==> config.mk <==
export PLATFORM = sky130hd
export DESIGN_NAME = rom_slot_loader
export DESIGN_NICKNAME = d
export VERILOG_FILES = /design/src/rtl/rom_slot_loader.sv
export SDC_FILE = /design/constraint.sdc
export NUM_CORES = 1
export LEC_CHECK = 0
export ABC_CLOCK_PERIOD_IN_PS = 7600
export BUFFER_PORTS_ARGS = -buffer_cell sky130_fd_sc_hd__buf_2
export CORE_MARGIN = 1
export CORE_UTILIZATION = 50
export DETAILED_ROUTE_END_ITERATION = 6
export PLACE_DENSITY = 0.8
export SYNTH_ARGS = -nofsm -noshare
export SYNTH_HDL_FRONTEND = slang
export SYNTH_SLANG_ARGS = --single-unit
==> constraint.sdc <==
create_clock -name clk_sys -period 7.6 [get_ports clk_sys]
set_input_delay 0.76 -clock clk_sys [delete_from_list [all_inputs] [get_ports clk_sys]]
set_output_delay 0.76 -clock clk_sys [all_outputs]
set_load 0.02 [all_outputs]
==> src/rtl/rom_slot_loader.sv <==
// rom_slot_loader: boot-ROM loader between an ioctl download port and an SDRAM write port.
//
// The ioctl image is cut into 16 KB slots. Slot n is routed to bank n / SLOTS_PER_BANK and to
// the SDRAM page held in SLOT_MAP[n % SLOTS_PER_BANK]. Accepted bytes go into a small FIFO and
// are written out through a req/ack handshake. busy stays high from the start of a download
// until the FIFO has drained, so it can be ORed into the system reset.
//
// Ports:
//   clk_sys, RESET_n                 clock, synchronous active-low reset
//   ioctl_download/index/wr/addr/dout  download port (one byte per ioctl_wr strobe)
//   mem_req/addr/bank/din, mem_ack   SDRAM write handshake (req held until a 1-cycle ack)
//   busy, done                       loader active / 1-cycle end-of-load pulse
//   slot_loaded                      sticky mask of slots that received at least one byte
//   err_overrun, err_range           sticky: byte dropped on a full FIFO / beyond the last slot
//   csum                             16-bit sum of written bytes (LOADER_CHECKSUM_EN only)
//
// Optional feature: define LOADER_CHECKSUM_EN to add the csum output.
module rom_slot_loader #(
  parameter int unsigned ADDR_W         = 23,
  parameter int unsigned BANK_W         = 1,
  parameter int unsigned NUM_BANKS      = 2,
  parameter int unsigned SLOTS_PER_BANK = 3,
  parameter logic [SLOTS_PER_BANK*(ADDR_W-14)-1:0] SLOT_MAP = {9'h107, 9'h100, 9'h000},
  parameter logic [7:0]  ROM_INDEX      = 8'd0,
  parameter int unsigned FIFO_DEPTH     = 8
) (
  input  logic                                clk_sys,
  input  logic                                RESET_n,
  input  logic                                ioctl_download,
  input  logic [7:0]                          ioctl_index,
  input  logic                                ioctl_wr,
  input  logic [24:0]                         ioctl_addr,
  input  logic [7:0]                          ioctl_dout,
  output logic                                mem_req,
  output logic [ADDR_W-1:0]                   mem_addr,
  output logic [BANK_W-1:0]                   mem_bank,
  output logic [7:0]                          mem_din,
  input  logic                                mem_ack,
  output logic                                busy,
  output logic                                done,
  output logic [NUM_BANKS*SLOTS_PER_BANK-1:0] slot_loaded,
  output logic                                err_overrun,
  output logic                                err_range
`ifdef LOADER_CHECKSUM_EN
  ,
  output logic [15:0]                         csum
`endif
);

  localparam int unsigned PageW    = ADDR_W - 14;
  localparam int unsigned NumSlots = NUM_BANKS * SLOTS_PER_BANK;
  localparam int unsigned EntryW   = BANK_W + ADDR_W + 8;
  localparam int unsigned PtrW     = $clog2(FIFO_DEPTH);
  localparam int unsigned CntW     = PtrW + 1;

  typedef enum logic [1:0] {StIdle, StLoad, StDrain, StDone} state_e;

  state_e                state_q;
  logic                  dl_q, busy_q, done_q;
  logic [EntryW-1:0]     fifo_q [FIFO_DEPTH];
  logic [PtrW-1:0]       wr_ptr_q, rd_ptr_q;
  logic [CntW-1:0]       count_q;
  logic                  req_q;
  logic [ADDR_W-1:0]     addr_q;
  logic [BANK_W-1:0]     bank_q;
  logic [7:0]            din_q;
  logic [NumSlots-1:0]   loaded_q;
  logic                  ovr_q, rng_q;

  logic [10:0]           slot_idx, sub_idx;
  logic [BANK_W-1:0]     bank_sel;
  logic [PageW-1:0]      page;
  logic                  in_range, idx_ok, start, load_en, push_req, full, pop, push, clr_flags;
  logic [NumSlots-1:0]   set_mask;
  logic [EntryW-1:0]     entry, head;

  always_comb begin
    slot_idx  = ioctl_addr[24:14];
    bank_sel  = BANK_W'(slot_idx / 11'(SLOTS_PER_BANK));
    sub_idx   = slot_idx % 11'(SLOTS_PER_BANK);
    page      = SLOT_MAP[sub_idx*PageW +: PageW];
    in_range  = slot_idx < 11'(NumSlots);
    idx_ok    = ioctl_index == ROM_INDEX;
    start     = ioctl_download & ~dl_q & idx_ok;
    // Bytes are taken in LOAD, or in the very cycle a matching download starts.
    load_en   = (state_q == StLoad) | start;
    push_req  = ioctl_download & ioctl_wr & idx_ok & load_en;
    full      = count_q == CntW'(FIFO_DEPTH);
    pop       = req_q & mem_ack;
    // A pop in the same cycle frees the slot the push needs, even when full.
    push      = push_req & in_range & (~full | pop);
    // Re-rising during DRAIN resumes the same load, so flags are only cleared from IDLE/DONE.
    clr_flags = start & ((state_q == StIdle) | (state_q == StDone));
    for (int unsigned i = 0; i < NumSlots; i++) begin
      set_mask[i] = push & (slot_idx == 11'(i));
    end
    entry     = {bank_sel, page, ioctl_addr[13:0], ioctl_dout};
    head      = fifo_q[rd_ptr_q];
  end

  // FIFO storage needs no reset; the pointers define what is valid.
  always_ff @(posedge clk_sys) begin
    if (push) begin
      fifo_q[wr_ptr_q] <= entry;
    end
  end

  always_ff @(posedge clk_sys) begin
    if (!RESET_n) begin
      state_q  <= StIdle;
      dl_q     <= 1'b0;
      busy_q   <= 1'b0;
      done_q   <= 1'b0;
      wr_ptr_q <= '0;
      rd_ptr_q <= '0;
      count_q  <= '0;
      req_q    <= 1'b0;
      addr_q   <= '0;
      bank_q   <= '0;
      din_q    <= '0;
      loaded_q <= '0;
      ovr_q    <= 1'b0;
      rng_q    <= 1'b0;
    end else begin
      dl_q <= ioctl_download;

      if (push) wr_ptr_q <= wr_ptr_q + PtrW'(1);
      if (pop)  rd_ptr_q <= rd_ptr_q + PtrW'(1);
      case ({push, pop})
        2'b10:   count_q <= count_q + CntW'(1);
        2'b01:   count_q <= count_q - CntW'(1);
        default: count_q <= count_q;
      endcase

      // Outputs are latched from the head when req rises and held until ack.
      if (pop) begin
        req_q <= 1'b0;
      end else if (!req_q && count_q != '0) begin
        req_q  <= 1'b1;
        bank_q <= head[EntryW-1 -: BANK_W];
        addr_q <= head[8 +: ADDR_W];
        din_q  <= head[7:0];
      end

      loaded_q <= (clr_flags ? '0 : loaded_q) | set_mask;
      ovr_q    <= (clr_flags ? 1'b0 : ovr_q) | (push_req & in_range & full & ~pop);
      rng_q    <= (clr_flags ? 1'b0 : rng_q) | (push_req & ~in_range);

      done_q <= 1'b0;
      case (state_q)
        StIdle: begin
          if (start) begin
            state_q <= StLoad;
            busy_q  <= 1'b1;
          end
        end
        StLoad: begin
          if (!ioctl_download) state_q <= StDrain;
        end
        StDrain: begin
          if (start) begin
            state_q <= StLoad;
          end else if (count_q == '0 && !req_q) begin
            state_q <= StDone;
            busy_q  <= 1'b0;
            done_q  <= 1'b1;
          end
        end
        StDone: begin
          if (start) begin
            state_q <= StLoad;
            busy_q  <= 1'b1;
          end else begin
            state_q <= StIdle;
          end
        end
        default: begin
          state_q <= StIdle;
          busy_q  <= 1'b0;
        end
      endcase
    end
  end

`ifdef LOADER_CHECKSUM_EN
  logic [15:0] csum_q;

  always_ff @(posedge clk_sys) begin
    if (!RESET_n) begin
      csum_q <= '0;
    end else if (clr_flags) begin
      csum_q <= '0;
    end else if (pop) begin
      csum_q <= csum_q + 16'(din_q);
    end
  end

  assign csum = csum_q;
`endif

  assign mem_req     = req_q;
  assign mem_addr    = addr_q;
  assign mem_bank    = bank_q;
  assign mem_din     = din_q;
  assign busy        = busy_q;
  assign done        = done_q;
  assign slot_loaded = loaded_q;
  assign err_overrun = ovr_q;
  assign err_range   = rng_q;

endmodule

==> summary.txt, run 1 <==
Routing
  • DR top layer: met5
  • Via count: roughly 6100
  • Initial DRC count: 432
  • Post-DRT Antenna Nets: 0
  • WL met2: ~11000 um
  • Post-Route WL: about 21000 um
  • Vias/cell: 5.92
  • Drt wl/cell: just over 20 um
  • Residual DRC: 0
  • Iteration count of the initial detailed-routing pass: 5
  • Met3 routed WL: around 1600 um
  • Met1 Wirelength: ~8100 um

Global route
  • Vias in the first global route: just over 6000
  • Largest net degree at the start of global routing: 53
  • First-pass GRT wire length: about 33000 um
  • Antenna violations before repair: 2
  • All-layer global routing usage: 0.196
  • GRT overflow: 0

Yosys
  • Ys Warns: 0
  • Synth top area cells: edfxtp_1, mux4_2, dfxtp_1
  • Register bit count reported by yosys: ~250
  • Synth async-reset ratio: 0
  • Mapped Cells: ~660
  • Dominant cell type by area after synthesis: edfxtp_1
  • Yosys cell types: 66
  • Mapped Area: 10500 sq um
  • Post-synthesis sequential area ratio: 0.668
  • Avg Inst Size Synth: 16.0 sq um
  • Post-synth EDFFs: 200
  • Area share of the largest cell type after synthesis: 0.574
  • Ys flop type: edfxtp_1

Cells and area
  • Final core occ: 0.586
  • Fin cells: roughly 1000
  • Filler cell count: between 1000 and 1500
  • Post-route cell area: 11900 sq um
  • Area Overhead vs Synth: 14.1%
  • Reg area: approximately 7000 sq um
  • Multi-input logic area: approximately 3300 sq um
  • Share of layout cells above drive strength 1: 0.276
  • Post-layout net count: a little under 800

Run status
  • Status: completed

Clock network
  • Post-CTS resize count: 0
  • Clock-pin slew on the worst setup and hold paths: about 0.060 ns
  • CTS Sinks: about 250
  • H-tree levels: 1
  • Clk root buf: clkbuf_16
  • Worst skew pair latency: 0.54 ns
  • Total CTS buffers: 25
  • CTS Buffer Depth: 3
  • Post-CTS setup buffer count: 0
  • CTS tree: built
  • Post-CTS Hold Buffers: 0

STA
  • Final Cycle Share: 0.543
  • Final setup skew: roughly 0.017 ns
  • TNS Setup: 0 ns
  • Final Hold Viols: 0
  • Setup WS post-layout: about 3.5 ns
  • Fin crit period: 4.13 ns
  • RSZ-0062 raised after global routing: false
  • Measured slew at the worst slew-check pin: 1.05 ns
  • Setup-failing EPs final: 0
  • Worst slew margin: 0.302
  • Fmax: 242 MHz
  • Pins Over Slew Limit: 0
  • Worst hold slack: around 0.48 ns

Placed design
  • DP HPWL: between 10000 and 15000 um
  • Post-Place Setup Slack: roughly 3 ns
  • I/O Buffers: 83
  • DP Area: 11100 sq um
  • Global placement routability congestion: ~0.87
  • Cell count after placement: between 900 and 1000

Die
  • Die area: between 20000 and 25000 sq um
  • Die Y: around 150 um
  • Cell row count: between 50 and 60
  • I/O Pins: 89
  • Core Box Area: ~20000 sq um
  • Die width: around 150 um
  • Initial core utilization: 0.514

Worst setup path
  • Setup crit end kind: flip-flop
  • Req. time, crit path: 7.85 ns
  • Critical-path maximum fanout: 12
  • Setup crit start kind: primary input
  • Crit Path Class: in -> reg
  • WP data arrival: approximately 4.4 ns

Power
  • Sequential power share: 0.485
  • Net Sw Frac: 0.266
  • Power share of the clock group: 0.350
  • Maximum VDD drop: about 0.22 mV
  • Sw Pwr: 0.898 mW
  • Int Power: about 2.5 mW
  • P_leak: ~4.3 nW
  • Combinational Power Share: 0.165
  • Power per cell area: around 280 nW/um^2
  • Pwr Total: 3.37 mW

Hold path
  • Worst Hold Class: reg -> reg

Run
  • Maxcap violations: 0
-- power groups by stage --
stage | clock (mW) | combinational (mW) | sequential, mW
4_1_cts | 1.20 | 0.560 | 1.64
6_report | 1.18 | 0.556 | 1.64
3_5_place_dp | 0 | 0.557 | 1.66
2_1_floorplan | 0 | 0.337 | 1.71
5_1_grt | 1.25 | 0.601 | 1.65
3_3_place_gp | 0 | 0.538 | 1.66
-- registers in the layout, indices dropped and copies added (netlist names) --
signal	count
mem_addr	16
err_overrun	1
mem_req	1
mem_din	8
dl_q	1
mem_bank	1
fifo_q	200
rd_ptr_q	3
state_q	2
count_q	4
err_range	1
slot_loaded	6
done	1
wr_ptr_q	3
busy	1
-- area by class of cell --
type,instances,share of cell area
repair buffers,93,0.0411
clock buffers,32,0.0554
well taps,270,0.0283
inverters,15,0.00471
multi-input cells,351,0.273
clock inverters,13,0.0112
flip-flops and latches,249,0.586
diodes,1,0.000210
-- per-layer routing --
metal,GRT usage,up-vias
li1,-,2710
met1,0.243,3043
met2,0.350,273
met3,0.0359,36
met4,0.0578,2
met5,0,-
-- worst paths after layout --
kind                        from            end  slack (ns)  cells after the start
setup / recovery  ioctl_addr[19]  fifo_q[5][30]        3.47                     14
hold / removal       err_overrun    err_overrun        0.48                      2
setup reg to reg      state_q[1]   fifo_q[4][5]        4.33                      8
hold reg to reg      err_overrun    err_overrun        0.48                      2
-- cell families (layout without fill, tap and decap cells) --
| kind of cell | after synthesis | count (layout) | share of synthesized area |
|---|---|---|---|
| AOI/OAI and AO/OA | 97 | 97 | 0.0762 |
| xor gates and xnor gates | 12 | 12 | 0.0100 |
| adders and majority gates | 12 | 12 | 0.0151 |
| buffers and inverters | 59 | 153 | 0.0250 |
| DFF | 249 | 249 | 0.668 |
| muxes | 78 | 78 | 0.134 |
| other | 1 | 6 | 0.000358 |
| and+or+nand+nor | 147 | 147 | 0.0715 |
-- worst max-delay path, stage by stage --
cell	delay, ns
buf_2	0.20
and3b_2	0.24
nor3_1	0.27
o32ai_2	0.17
or2_4	0.29
a311o_1	0.33
a211oi_2	0.29
inv_1	0.11
ha_1	0.28
o221ai_1	0.12
o32a_2	0.36
a311o_1	0.35
o31a_1	0.13
a31oi_1	0.45
-- cell usage after synthesis, types with 2 or more instances --
cell        n
nand3_1     8
xor2_1      6
a21oi_1    16
a21boi_0    4
a211oi_1    5
nor2b_1     8
o211a_1    26
nand2b_1    5
a22oi_1     5
a211oi_2    3
and3_1      6
nor3_1     10
buf_1       7
xnor2_1     6
mux2i_1    28
nor3b_1     3
edfxtp_1  200
mux4_2     50
nor2_1     25
a311o_1     2
clkbuf_1   26
nor4_1      2
buf_4       8
o221ai_1    2
and2_1      9
o31ai_1     3
ha_1       11
a21o_1      2
o21a_1      2
or2_2       3
nand2_1    51
or3_1       3
a31oi_1     3
o21ai_0    11
inv_1      15
dfxtp_1    49
nand4_1     3
-- placed cells by master, fill, tap and decap left out, types with 9 or more instances in the layout --
| cell type | n |
|---|---|
| inv_1 | 15 |
| dfxtp_1 | 46 |
| a21oi_1 | 16 |
| clkbuf_16 | 25 |
| o21ai_0 | 11 |
| and2_1 | 9 |
| mux4_2 | 50 |
| ha_1 | 11 |
| o211a_1 | 26 |
| buf_4 | 10 |
| mux2i_1 | 28 |
| edfxtp_1 | 200 |
| buf_2 | 83 |
| nor2_1 | 18 |
| nand2_1 | 51 |
Note: power is estimated with default switching activity, not from simulation.
==> inputs of run 2 (changes only) <==
ABC_AREA = 1   (was default)
ABC_CLOCK_PERIOD_IN_PS = 3900   (was 7600)
clock period = 3.9 ns   (was 7.6 ns; I/O delays follow)
==> run 2 against run 1 <==
Effect of this change: total power rose by 99%; hold slack got worse by 0.35 ns; flip-flop and latch count stayed put; setup slack got worse by 2.9 ns; first-iteration DRC count rose by 25%; sequential power up 88%; highest routed layer unchanged.
==> summary.txt, run 2 <==
STA
  • Final Hold Viols: 0
  • Setup-failing EPs final: 0
  • Final setup skew: between 0.015 and 0.02 ns
  • RSZ-0062 raised after global routing: false
  • Fmax: between 200 and 300 MHz
  • Final Cycle Share: 0.863
  • TNS Setup: 0 ns
  • Worst slew margin: 0.354
  • Worst hold slack: about 0.13 ns
  • Fin crit period: roughly 3.4 ns
  • Pins Over Slew Limit: 0
  • Measured slew at the worst slew-check pin: 0.969 ns

Run
  • Maxcap violations: 0

Cells and area
  • Largest Register: fifo_q
  • Number of flip-flops in the largest register: 200
  • Most common library cell in the layout ignoring fill and taps: edfxtp_1
  • Area Overhead vs Synth: 14.6%
  • Post-layout net count: around 1000
  • Post-route cell area: roughly 12000 sq um
  • Share of layout cells above drive strength 1: 0.188
  • Most frequent cells in the layout: edfxtp_1, nor2_1, o21ai_0
  • Final core occ: 0.586
  • Diode count: 0

Placed design
  • Global placement routability congestion: approximately 0.79
  • I/O Buffers: between 80 and 90
  • DP Area: approximately 11000 sq um
  • DP HPWL: about 12000 um

Power
  • P_leak: roughly 4.2 nW
  • Pwr Total: 6.71 mW
  • Net Sw Frac: 0.295
  • Power share of the clock group: 0.338
  • Sequential power share: 0.458
  • Sw Pwr: between 1.5 and 2 mW
  • Combinational Power Share: 0.203
  • Power per cell area: 566 nW/um^2
  • Maximum VDD drop: between 0.3 and 0.4 mV
  • Int Power: 4.74 mW

Yosys
  • Top-count cell post-synth: edfxtp_1
  • Avg Inst Size Synth: between 10 and 15 sq um
  • Yosys cell types: 38
  • Post-synth EDFFs: 200
  • Synth async-reset ratio: 0
  • Mapped Area: between 10000 and 15000 sq um
  • Synth top area cells: edfxtp_1, dfxtp_1, o21ai_0
  • Synth cell count leaders: edfxtp_1, nor2_1, o21ai_0
  • Dominant cell type by area after synthesis: edfxtp_1
  • Post-synthesis sequential area ratio: 0.676
  • Mapped Cells: around 900
  • Ys Warns: 0
  • Register bit count reported by yosys: approximately 250
  • Ys flop type: edfxtp_1
  • Area share of the largest cell type after synthesis: 0.581

Routing
  • Iteration count of the initial detailed-routing pass: 5
  • Post-DRT Antenna Nets: 0
  • Initial DRC count: 540
  • Via count: approximately 7300
  • Vias/cell: 5.73
  • Residual DRC: 0
  • Drt wl/cell: about 18 um
  • Post-Route WL: roughly 23000 um

Worst setup path
  • Crit path max-delay family: simple AND/OR/NAND/NOR gates
  • Crit path max-delay cell type: nor2_1
  • Critical-path maximum fanout: 14
  • Setup crit end kind: flip-flop
  • Crit path buffers/inverters: 3
  • Req. time, crit path: about 4.2 ns
  • Reg-to-Reg Start: state_q[1]
  • Setup crit start kind: primary input
  • WP data arrival: roughly 3.6 ns
  • Max incr delay on CP: around 0.35 ns
  • R2r endpoint: fifo_q[3][9]
  • Most common cell on crit path: nand2_1
  • R2r worst-path depth: 11
  • Crit Path Class: in -> reg
  • R2R setup slack: 1.36 ns

Global route
  • GRT overflow: 0
  • First-pass GRT wire length: around 37000 um
  • Largest net degree at the start of global routing: between 100 and 150
  • Vias in the first global route: roughly 7200
  • Antenna violations before repair: 1
  • All-layer global routing usage: 0.222

Run status
  • Status: completed

Clock network
  • Clk root buf: clkbuf_16
  • H-tree levels: 1
  • CTS Sinks: about 250
  • Post-CTS Hold Buffers: 0
  • Total CTS buffers: 24
  • CTS tree: built
  • Clock-pin slew on the worst setup and hold paths: roughly 0.060 ns
  • Post-CTS resize count: 0
  • CTS Buffer Depth: 3
  • Worst skew pair latency: around 0.52 ns
  • Post-CTS setup buffer count: 0

Die
  • Die Y: about 150 um
  • Initial core utilization: 0.511
  • Core Box Area: 20200 sq um
  • Die area: ~21000 sq um
  • I/O Pins: 89
  • Die width: around 150 um
  • Cell row count: 52

Hold path
  • Worst Hold Class: in -> reg
  • Hold path depth: 3
  • Hold Path Origin: ioctl_download
  • Min-Delay Endpoint: dl_q
[run 2: logic make-up after synthesis]
group | share of synthesized area
compound gates | 0.136
xor+xnor | 0.00169
fa+ha+maj | 0.0153
buf+inv | 0.0396
flops | 0.676
other cells | 0.000363
simple gates | 0.131
[run 2: how the worst max path moves through the flow]
stage,start,endpoint,slack (ns),cells past startpoint
global placement,ioctl_addr[24],fifo_q[3][24],0.22,27
global route,ioctl_addr[24],fifo_q[6][24],0.12,28
CTS,ioctl_addr[24],fifo_q[2][24],0.58,29
detailed placement,ioctl_addr[24],fifo_q[3][24],0.04,29
floorplan,ioctl_index[4],fifo_q[2][0],0.02,6
finish,ioctl_addr[24],fifo_q[2][24],0.53,29
[run 2: final cells by class]
cell class,instances,area [sq um]
multi-input combinational,557,3000
clock inverter,11,120
tap,270,338
clock buffer,32,661
timing repair buffer,102,558
sequential,249,6990
inverter,49,184
fill,1578,8380
[run 2: stage by stage]
| stage | cells | worst slack (ns) |
|---|---|---|
| 3_5_place_dp | 1227 | 0.0406 |
| 6_report | 1270 | 0.535 |
| 5_1_grt | 1270 | 0.117 |
| 3_3_place_gp | 1227 | 0.222 |
| 2_1_floorplan | 908 | 0.0182 |
| 4_1_cts | 1270 | 0.578 |
[run 2: power groups by stage]
stage / Clock [mW] / Sequential [mW] / Combinational [mW]
2_1_floorplan: 0 / 3.25 / 0.804
4_1_cts: 2.30 / 3.08 / 1.35
6_report: 2.27 / 3.08 / 1.36
3_3_place_gp: 0 / 3.12 / 1.30
3_5_place_dp: 0 / 3.13 / 1.33
5_1_grt: 2.40 / 3.09 / 1.49
[run 2: tightest hold or removal path: stages]
cell and delay, ns:
buf_2 0.12, nand2_1 0.05, inv_1 0.05
[run 2: metal layers]
metal | wire length (um) | GRT usage | up-vias
li1 | - | - | 3433
met5 | 13 | 0 | -
met3 | 1510 | 0.0329 | 56
met1 | 9340 | 0.273 | 3491
met4 | 593 | 0.0958 | 2
met2 | 11700 | 0.391 | 297
